File: src/rtl/cache_mem_arbiter_if.sv
// Caches-to-memory bus bundle: icache port, dcache port and the single shared RAM port.
`default_nettype none

interface cache_mem_arbiter_if;
  logic        iREN;
  logic [31:0] iaddr;
  logic        iwait;
  logic [31:0] iload;
  logic        dREN;
  logic        dWEN;
  logic [31:0] daddr;
  logic [31:0] dstore;
  logic        dwait;
  logic [31:0] dload;
  logic        ramREN;
  logic        ramWEN;
  logic [31:0] ramaddr;
  logic [31:0] ramstore;
  logic [31:0] ramload;
  logic [1:0]  ramstate;
  logic        memerr;

  // Arbiter side.
  modport slave (
    input  iREN, iaddr, dREN, dWEN, daddr, dstore, ramload, ramstate,
    output iwait, iload, dwait, dload, ramREN, ramWEN, ramaddr, ramstore, memerr
  );

  // Caches plus RAM side.
  modport master (
    output iREN, iaddr, dREN, dWEN, daddr, dstore, ramload, ramstate,
    input  iwait, iload, dwait, dload, ramREN, ramWEN, ramaddr, ramstore, memerr
  );
endinterface

`default_nettype wire

File: src/rtl/cache_mem_arbiter.sv
// ============================================================================
// cache_mem_arbiter: icache/dcache arbitration onto one RAM port with burst
// lock, data priority and bounded icache starvation.   Revision 1.0
// ============================================================================
`default_nettype none

module cache_mem_arbiter #(
  parameter int STARVE_LIMIT = 4,
  parameter int CNT_W        = 3
) (
  input  logic                CLK,
  input  logic                nRST,
  cache_mem_arbiter_if.slave  bus
);

  localparam logic [1:0]       RAM_ACCESS = 2'd2;
  localparam logic [1:0]       RAM_ERROR  = 2'd3;
  localparam logic [CNT_W-1:0] LIMIT      = CNT_W'(STARVE_LIMIT);

  typedef enum logic [1:0] {
    IDLE   = 2'd0,
    IGRANT = 2'd1,
    DGRANT = 2'd2
  } state_t;

  state_t           state, state_nxt;
  logic [CNT_W-1:0] starve, starve_nxt;
  logic             memerr_reg;

  logic d_req, i_starved, access, granted;

  assign d_req     = bus.dREN | bus.dWEN;
  assign i_starved = bus.iREN && (starve >= LIMIT);
  assign access    = (bus.ramstate == RAM_ACCESS);
  assign granted   = (state != IDLE);

  always_ff @(posedge CLK or negedge nRST) begin
    if (!nRST) begin
      state      <= IDLE;
      starve     <= '0;
      memerr_reg <= 1'b0;
    end else begin
      state      <= state_nxt;
      starve     <= starve_nxt;
      if (granted && bus.ramstate == RAM_ERROR)
        memerr_reg <= 1'b1;
    end
  end

  always_comb begin
    state_nxt  = state;
    starve_nxt = starve;
    case (state)
      IDLE: begin
        if (d_req && !i_starved) begin
          state_nxt = DGRANT;
        end else if (bus.iREN) begin
          state_nxt  = IGRANT;
          starve_nxt = '0;
        end
      end
      DGRANT: begin
        // Only data words completed while the icache waits count toward starvation.
        if (access && bus.iREN && starve < LIMIT)
          starve_nxt = starve + 1'b1;
        if (!d_req)
          state_nxt = IDLE;
      end
      IGRANT: begin
        if (!bus.iREN)
          state_nxt = IDLE;
      end
      default: state_nxt = IDLE;
    endcase
  end

  always_comb begin
    bus.ramREN   = 1'b0;
    bus.ramWEN   = 1'b0;
    bus.ramaddr  = '0;
    bus.ramstore = '0;
    bus.iwait    = 1'b1;
    bus.dwait    = 1'b1;
    case (state)
      DGRANT: begin
        bus.ramaddr  = bus.daddr;
        bus.ramstore = bus.dstore;
        bus.ramWEN   = bus.dWEN;
        bus.ramREN   = bus.dREN & ~bus.dWEN;
        bus.dwait    = ~access;
      end
      IGRANT: begin
        bus.ramREN   = 1'b1;
        bus.ramaddr  = bus.iaddr;
        bus.iwait    = ~access;
      end
      default: ;
    endcase
  end

  assign bus.iload  = bus.ramload;
  assign bus.dload  = bus.ramload;
  assign bus.memerr = memerr_reg;

endmodule

`default_nettype wire

File: src/flat_wrapper.sv
// flat-port wrapper written by rule: the top's interface ports become plain ports
module cache_mem_arbiter_flat 
#(
  parameter int STARVE_LIMIT = 4,
  parameter int CNT_W        = 3
)
  (CLK, nRST, bus_iREN, bus_iaddr, bus_dREN, bus_dWEN, bus_daddr, bus_dstore, bus_ramload, bus_ramstate, bus_iwait, bus_iload, bus_dwait, bus_dload, bus_ramREN, bus_ramWEN, bus_ramaddr, bus_ramstore, bus_memerr);
  cache_mem_arbiter_if bus_i ();
  input  logic CLK;
  input  logic nRST;
  input wire logic [$bits(bus_i.iREN)-1:0] bus_iREN;
  input wire logic [$bits(bus_i.iaddr)-1:0] bus_iaddr;
  input wire logic [$bits(bus_i.dREN)-1:0] bus_dREN;
  input wire logic [$bits(bus_i.dWEN)-1:0] bus_dWEN;
  input wire logic [$bits(bus_i.daddr)-1:0] bus_daddr;
  input wire logic [$bits(bus_i.dstore)-1:0] bus_dstore;
  input wire logic [$bits(bus_i.ramload)-1:0] bus_ramload;
  input wire logic [$bits(bus_i.ramstate)-1:0] bus_ramstate;
  output wire logic [$bits(bus_i.iwait)-1:0] bus_iwait;
  output wire logic [$bits(bus_i.iload)-1:0] bus_iload;
  output wire logic [$bits(bus_i.dwait)-1:0] bus_dwait;
  output wire logic [$bits(bus_i.dload)-1:0] bus_dload;
  output wire logic [$bits(bus_i.ramREN)-1:0] bus_ramREN;
  output wire logic [$bits(bus_i.ramWEN)-1:0] bus_ramWEN;
  output wire logic [$bits(bus_i.ramaddr)-1:0] bus_ramaddr;
  output wire logic [$bits(bus_i.ramstore)-1:0] bus_ramstore;
  output wire logic [$bits(bus_i.memerr)-1:0] bus_memerr;
  assign bus_i.iREN = bus_iREN;
  assign bus_i.iaddr = bus_iaddr;
  assign bus_i.dREN = bus_dREN;
  assign bus_i.dWEN = bus_dWEN;
  assign bus_i.daddr = bus_daddr;
  assign bus_i.dstore = bus_dstore;
  assign bus_i.ramload = bus_ramload;
  assign bus_i.ramstate = bus_ramstate;
  assign bus_iwait = bus_i.iwait;
  assign bus_iload = bus_i.iload;
  assign bus_dwait = bus_i.dwait;
  assign bus_dload = bus_i.dload;
  assign bus_ramREN = bus_i.ramREN;
  assign bus_ramWEN = bus_i.ramWEN;
  assign bus_ramaddr = bus_i.ramaddr;
  assign bus_ramstore = bus_i.ramstore;
  assign bus_memerr = bus_i.memerr;
  cache_mem_arbiter #(.STARVE_LIMIT(STARVE_LIMIT), .CNT_W(CNT_W)) u_core (.CLK(CLK), .nRST(nRST), .bus(bus_i));
endmodule
File: config.mk
export PLATFORM = sky130hd
export DESIGN_NAME = cache_mem_arbiter_flat
export DESIGN_NICKNAME = d
export VERILOG_FILES = /design/src/rtl/cache_mem_arbiter_if.sv /design/src/rtl/cache_mem_arbiter.sv /design/src/flat_wrapper.sv
export SDC_FILE = /design/constraint.sdc
export NUM_CORES = 1
export LEC_CHECK = 0
export BUFFER_PORTS_ARGS = -buffer_cell sky130_fd_sc_hd__buf_2
export CORE_AREA = 2 2 103 105
export DETAILED_ROUTE_END_ITERATION = 8
export DIE_AREA = 0 0 105 107
export GPL_ROUTABILITY_DRIVEN = 1
export PLACE_DENSITY = 0.52
export SLEW_MARGIN = 20
export SYNTH_ARGS = -nofsm -noshare
export SYNTH_HDL_FRONTEND = slang
export SYNTH_SLANG_ARGS = --single-unit
File: constraint.sdc
create_clock -name CLK -period 1.7 [get_ports CLK]
set_clock_uncertainty 0.15 [all_clocks]
set_input_delay 0 -clock CLK [delete_from_list [all_inputs] [get_ports CLK]]
set_output_delay 0 -clock CLK [all_outputs]
set_load 0.02 [all_outputs]
==> results of run 1 <==
==> worst max path at each step <==
| stage | startpoint | slack [ns] | endpoint |
|---|---|---|---|
| after CTS | u_core.state[1]$_DFFE_PN0P_ | -0.02 | bus_ramaddr[26] |
| after floorplan | u_core.state[0]$_DFFE_PN0P_ | 0.03 | u_core.state[1]$_DFFE_PN0P_ |
| after global routing | u_core.state[0]$_DFFE_PN0P_ | -0.09 | bus_ramaddr[11] |
| after global placement | u_core.state[1]$_DFFE_PN0P_ | 0.09 | u_core.state[1]$_DFFE_PN0P_ |
| final | u_core.state[0]$_DFFE_PN0P_ | -0.03 | bus_ramaddr[11] |
| after detailed placement | u_core.state[1]$_DFFE_PN0P_ | 0.04 | u_core.state[1]$_DFFE_PN0P_ |
==> Yosys cell counts (all sizes together) (2+ instances only) <==
| master | instances | area [µm²] |
|---|---|---|
| inv | 5 | 18.8 |
| clkbuf | 13 | 48.8 |
| nor2b | 33 | 206 |
| nand4 | 3 | 18.8 |
| and2 | 34 | 214 |
| ha | 4 | 50.1 |
| a21oi | 3 | 15.0 |
| dfrtp | 6 | 150 |
| buf | 66 | 493 |
| nand2 | 10 | 37.5 |
| o221ai | 2 | 17.5 |
| a22oi | 32 | 240 |
==> logic make-up (layout without fill, tap and decap cells) <==
family / after synthesis / after routing
flops: 6 / 6
compound gates: 42 / 42
simple gates: 83 / 83
mux: 2 / 2
fa+ha+maj: 4 / 4
buf+inv: 84 / 230
==> routing by layer <==
metal,vias to the layer above,global-route usage (%),share of wire [%],routed length (µm)
met5,-,0,0,0
met4,0,1.43,0.43,31
met3,4,1.70,6.5,461
met2,121,19.1,53,3770
met1,972,12.4,40,2880
li1,968,-,-,-
==> cells in the final DEF (no fill, tap or decap), drive strengths merged, types with 2 or more instances in the layout <==
| cell | netlist | layout |
|---|---|---|
| and2 | 34 | 34 |
| dlygate4sd3 | 0 | 37 |
| buf | 66 | 181 |
| nor2b | 33 | 33 |
| inv | 5 | 5 |
| nand2 | 10 | 10 |
| dfrtp | 6 | 6 |
| o221ai | 2 | 2 |
| ha | 4 | 4 |
| clkbuf | 13 | 6 |
| nand4 | 3 | 3 |
| a21oi | 3 | 3 |
| a22oi | 32 | 32 |
==> repair_timing <==
item,CTS,global route
setup buffers,0,2
setup endpoints to repair,28,58
resized for setup,26,40
endpoints found under the hold margin,72,0
hold buffers,37,0
pin swaps,0,2
gates cloned,2,3
==> final cells by class <==
class	count	area, µm²	share of cell area (%)
inverter	5	18.8	0.639
clock buffer	3	41.3	1.40
tap	136	170	5.79
multi-input combinational	131	972	33.1
timing repair buffer	222	1590	53.9
sequential	6	151	5.15
==> worst register-to-register path, cell delays in order (launching register included) <==
cell	delay, ns
dfrtp_2	0.40
inv_2	0.08
ha_4	0.16
nor3b_2	0.15
a221o_2	0.33
mux2_4	0.31
==> power groups by stage <==
stage	Clock [mW]	Sequential (mW)	Combinational, mW
2_1_floorplan	0	0.220	2.26
3_3_place_gp	0	0.225	3.05
3_5_place_dp	0	0.229	3.09
4_1_cts	0.221	0.235	3.85
5_1_grt	0.235	0.247	4.60
6_report	0.220	0.240	4.31
==> per-stage QoR <==
| stage | TNS (ns) | hold slack, ns | total power [mW] |
|---|---|---|---|
| global route | -2.79 | 0.126 | 5.08 |
| detailed placement | 0 | -0.308 | 3.32 |
| global placement | 0 | -0.312 | 3.27 |
| finish | -0.0462 | 0.0723 | 4.77 |
| floorplan | 0 | -0.446 | 2.48 |
| CTS | -0.0274 | 0.0625 | 4.31 |
==> impl_metrics.py, run 1 <==
metrics = {
    "finish": {
        "area_growth_syn_to_layout_pct": 83.8,
        "largest_reg_flops": 3,
        "final_nets": 508,
        "layoutNonFillerInstCount": 503,
        "n_fill_cell": 1070,
        "diodes": 0,
        "fin_area_um2": 2940,
        "utilization_pct": 29.1,
        "drive_gt1_share_pct": 56.7,
    },
    "synth": {
        "avgSynthCellArea_um2": 7.24,
        "synth.distinct_cells": 24,
        "synth_top_family_by_area": "buffers and inverters",
        "synth_xor_area_share_pct": 0,
        "ys_async_sr_fraction_pct": 100,
        "synth-seq-area-share_pct": 9.39,
        "synth-simple-area-share_pct": 31.5,
        "synth_edf_count": 0,
        "synth_seq_cells": 6,
        "netlist_area_um2": 1600,
        "muxShareOfSynthArea_pct": 1.56,
        "synthAdderAreaFrac_pct": 3.13,
        "synth_fp_nets": 360,
        "ys.flop_type": "dfrtp_1",
        "synth-compound-area-share_pct": 19.4,
        "yosysWarnings": 0,
        "synthCells": 221,
    },
    "drt": {
        "vias": 2065,
        "routedWlPerCell_um": 14.2,
        "drc": 0,
        "drtAntennaViolNets": 0,
        "drtIter0Drc": 135,
        "routed_wirelength_um": 7140,
        "vias_per_cell": 4.11,
        "drt-pass1-iter-count": 4,
    },
    "sta": {
        "min_period_ns": 1.73,
        "maxSlewHeadroom_pct": 69.1,
        "hold_viol_final": 0,
        "fmax_ghz": 0.579,
        "setup_viol": 7,
        "slew_violations": 0,
        "fin_crit_sh_pct": 102,
        "grt_setup_unrepaired": "yes",
        "setup_ws_ns": -0.0271,
        "worstMarginPinSlew_ns": 0.463,
    },
    "critical_path": {
        "crit_family": "buffers and inverters",
        "reg2reg_depth": 5,
        "max_stage_delay_ns": 0.38,
        "rrSetupSlack_ns": 0,
        "crit_buf_inv": 3,
        "worstSetupPathType": "register to primary output",
        "cp_slowest_cell": "dfrtp_1",
        "crit_required_ns": 1.55,
        "cp-start-kind": "register",
        "path_depth": 6,
        "reg2reg_to": "u_core.state[1]$_DFFE_PN0P_",
        "arrival_ns": 1.58,
        "path_cells": "inv_2 > ha_4 > buf_12 > a22oi_1 > nor2b_1 > buf_4",
        "end_kind": "primary output",
        "critPathMaxFanout": 26,
        "worstReg2RegStart": "u_core.state[1]$_DFFE_PN0P_",
    },
    "global_routing": {
        "grt_pass1_wl_um": 9430,
        "track_usage_pct": 10.2,
        "grt.overflow.total": 0,
        "grt_max_degree": 27,
        "grt_pass1_vias": 1855,
        "antenna_found_initial": 0,
    },
    "min_path": {
        "holdPathEnd": "u_core.state[0]$_DFFE_PN0P_",
        "holdCritPathClass": "input pin to register",
        "min_from": "bus_dREN",
        "worstHoldPathCells": 5,
    },
    "clocking": {
        "path_clk_slew_ns": 0.04,
        "numClockSinks": 6,
        "cts_root_buffer": "clkbuf_8",
        "cts_tree": "done",
        "clock_latency_ns": 0.23,
        "cts_buffer_depth": 2,
        "cts_buffers": 3,
        "cts_htree_levels": 1,
    },
    "die": {
        "ios": 268,
        "dieHeight_um": 107,
        "die_w_um": 105,
        "core-area_um2": 10100,
        "start_util_pct": 15.8,
        "std_cell_rows": 37,
        "die_area_um2": 11200,
    },
    "placed_design": {
        "dp_cells": 456,
        "pre_cts_ws_ns": 0.0375,
        "io_buffers": 171,
        "placed_cell_area_um2": 2160,
        "gp_congestion": 0.754,
        "dp_hpwl_um": 4670,
    },
    "run": {
        "drv_cap": 0,
    },
    "power": {
        "power.switching_mw": 2.32,
        "p_leak_nw": 1.45,
        "power_density_nw_per_um2": 1620,
        "switching_share_pct": 48.7,
        "power_frac_seq_pct": 5.0,
        "irDropWorstVdd_mv": 0.671,
        "p_int_mw": 2.44,
        "p_comb_share_pct": 90.3,
        "pwr-share-clk_pct": 4.6,
    },
    "run_status": {
        "failed_checks": "setup timing",
        "outcome": "finished with violations",
    },
}
Note: power is estimated with default switching activity, not from simulation.
==> run 2, diff against run 1 <==
- ABC_AREA: unset -> 1
- CORE_AREA: 2 2 103 105 -> 2 2 105 107
- DIE_AREA: 0 0 105 107 -> 0 0 107 109
- PLACE_DENSITY: 0.52 -> 0.51
- clock period: 1.7 -> 1.4 ns (I/O delays scaled with it)
==> impl_metrics.py, run 2 <==
metrics = {
    "synth": {
        "netlist_area_um2": 1680,
        "synth_top_area_share_pct": 30.5,
        "synth_seq_cells": 6,
        "synth_top_cell_by_area": "buf_4",
        "ys.flop_type": "dfrtp_1",
        "post-synth-top-count-cell": "nand2_1",
        "synth_fp_nets": 442,
        "synth_common_cells": "118 x nand2_1, 68 x buf_4, 40 x inv_1",
        "synth.area.top_cells": "buf_4 30%, nand2_1 26%, a21oi_1 9.6%, dfrtp_1 9.0%, inv_1 9.0%",
        "ys_async_sr_fraction_pct": 100,
        "synth-seq-area-share_pct": 8.96,
        "synthCells": 303,
        "avgSynthCellArea_um2": 5.53,
        "synth.distinct_cells": 19,
        "yosysWarnings": 0,
        "synth_edf_count": 0,
    },
    "die": {
        "ios": 268,
        "std_cell_rows": 38,
        "core-area_um2": 10600,
        "die_w_um": 107,
        "start_util_pct": 15.8,
        "dieHeight_um": 109,
        "die_area_um2": 11700,
    },
    "global_routing": {
        "grt.overflow.total": 0,
        "grt_pass1_vias": 2305,
        "grt_pass1_wl_um": 11400,
        "antenna_found_initial": 1,
        "track_usage_pct": 12.4,
        "grt_max_degree": 28,
    },
    "power": {
        "p_leak_nw": 2.03,
        "p_comb_share_pct": 93.3,
        "irDropWorstVdd_mv": 0.691,
        "power.switching_mw": 4.02,
        "p_int_mw": 3.95,
        "power_mw": 7.97,
        "switching_share_pct": 50.4,
        "power_frac_seq_pct": 3.4,
        "power_density_nw_per_um2": 2050,
        "pwr-share-clk_pct": 3.3,
    },
    "drt": {
        "routedWlPerCell_um": 14.3,
        "drtAntennaViolNets": 0,
        "routed_wirelength_um": 8630,
        "vias": 2428,
        "drt-pass1-iter-count": 4,
        "drc": 0,
        "vias_per_cell": 4.01,
        "drtIter0Drc": 73,
    },
    "sta": {
        "hold_ws_ns": 0.0690,
        "fmax_ghz": 0.590,
        "hold_viol_final": 0,
        "maxSlewHeadroom_pct": 70.6,
        "worstMarginPinSlew_ns": 0.440,
        "setup_viol": 73,
        "min_period_ns": 1.70,
        "fin_crit_sh_pct": 121,
        "grt_setup_unrepaired": "yes",
        "setup_ws_ns": -0.296,
        "slew_violations": 0,
    },
    "clocking": {
        "cts_buffer_depth": 2,
        "numClockSinks": 6,
        "cts_tree": "done",
        "cts_root_buffer": "clkbuf_8",
        "clock_latency_ns": 0.23,
        "path_clk_slew_ns": 0.04,
        "cts_htree_levels": 1,
        "cts_buffers": 3,
    },
    "placed_design": {
        "dp_hpwl_um": 5550,
        "gp_congestion": 0.767,
        "io_buffers": 171,
        "placed_cell_area_um2": 2310,
    },
    "min_path": {
        "holdCritPathClass": "input pin to register",
    },
    "finish": {
        "layout_common_cells": "103 x buf_2, 82 x nand2_1, 57 x buf_6, 36 x dlygate4sd3_1, 33 x inv_2",
        "final_nets": 606,
        "drive_gt1_share_pct": 69.2,
        "fin_area_um2": 3890,
        "layout_commonest_cell": "buf_2",
        "utilization_pct": 36.7,
        "largest_reg_flops": 3,
        "diodes": 0,
        "area_growth_syn_to_layout_pct": 132,
    },
    "run_status": {
        "failed_checks": "setup timing",
        "outcome": "finished with violations",
    },
    "run": {
        "drv_cap": 0,
    },
    "critical_path": {
        "arrival_ns": 1.55,
        "end_kind": "primary output",
        "worstSetupPathType": "register to primary output",
        "crit_required_ns": 1.25,
        "cp-start-kind": "register",
        "critPathMaxFanout": 6,
    },
}
==> run 2: cell types whose count changed after synthesis, moves of 3 or more <==
cell / delta
buf_2: +6
nor2_1: +6
nor2_4: +3
buf_4: +3
and2_1: -33
inv_1: +35
a22oi_1: -32
nor2b_1: -33
a21oi_1: +29
clkbuf_1: -10
nand3_2: +3
inv_2: +3
nand2_1: +108
==> run 2: critical path: stages, from the launching register on <==
cell and delay [ns]:
dfrtp_1 0.37, inv_2 0.09, ha_4 0.19, buf_12 0.15, buf_12 0.13, nand2_2 0.08, a21oi_4 0.16, buf_6 0.14
==> run 2: worst paths after layout <==
path,depth (start not counted),endpoint,startpoint,slack (ns)
min in group asynchronous,3,u_core.starve[2]$_DFFE_PN0P_,nRST,0.59
worst min-delay path,4,u_core.state[1]$_DFFE_PN0P_,bus_iREN,0.07
max in group asynchronous,3,u_core.state[1]$_DFFE_PN0P_,nRST,0.25
worst min register to register,1,u_core.bus.memerr$_DFFE_PN0P_,u_core.bus.memerr$_DFFE_PN0P_,0.31
worst max register to register,9,u_core.starve[0]$_DFFE_PN0P_,u_core.state[0]$_DFFE_PN0P_,-0.19
worst max-delay path,7,bus_ramaddr[4],u_core.state[0]$_DFFE_PN0P_,-0.30
==> run 2: cell families (layout without fill, tap and decap cells) <==
logic type | count (synthesis) | in the layout | synth area share [%]
and+or+nand+nor | 135 | 135 | 33.4
AOI/OAI and AO/OA | 36 | 36 | 11.1
DFF | 6 | 6 | 8.96
adders and majority gates | 4 | 4 | 2.99
buffers and inverters | 122 | 284 | 43.5
==> run 2: cell type report <==
type,count,area [µm²]
Fill cell,1096,6710
Timing Repair Buffer,238,2090
Multi-Input combinational cell,175,1260
Tap cell,140,175
Inverter,43,171
Sequential cell,6,151
Clock buffer,3,41.3
==> run 2: layer usage <==
metal  share of wire (%)  up-vias  global-route usage, %
met1                  35     1087                   13.3
met3                  13        4                   5.74
met5                0.22        -                      0
met2                  51      164                   22.8
li1                    -     1171                      -
met4                0.23        2                   1.86
==> run 2: repair_timing <==
action,4_1_cts,5_1_grt
hold buffers,36,0
pin swaps,9,10
gates resized for setup,193,93
endpoints found under the hold margin,71,0
buffers inserted,9,4
cloned,5,3
endpoints found under the setup margin,74,73
==> run 2: through the flow <==
stage               TNS, ns  worst slack (ns)  std cells
CTS                  -15.26            -0.292        600
global placement      -2.78            -0.236        548
finish               -15.37            -0.296        605
detailed placement    -4.38            -0.224        548
global route         -19.17            -0.325        605
floorplan             -1.89           -0.0675        303
==> run 2: power groups by stage <==
stage                     Combinational [mW]  Clock (mW)  Sequential [mW]
final                                   7.44       0.263            0.269
after CTS                               6.40       0.268            0.262
after global placement                  3.81           0            0.252
after floorplan                         2.63           0            0.249
after global routing                    7.90       0.286            0.275
after detailed placement                3.87           0            0.254
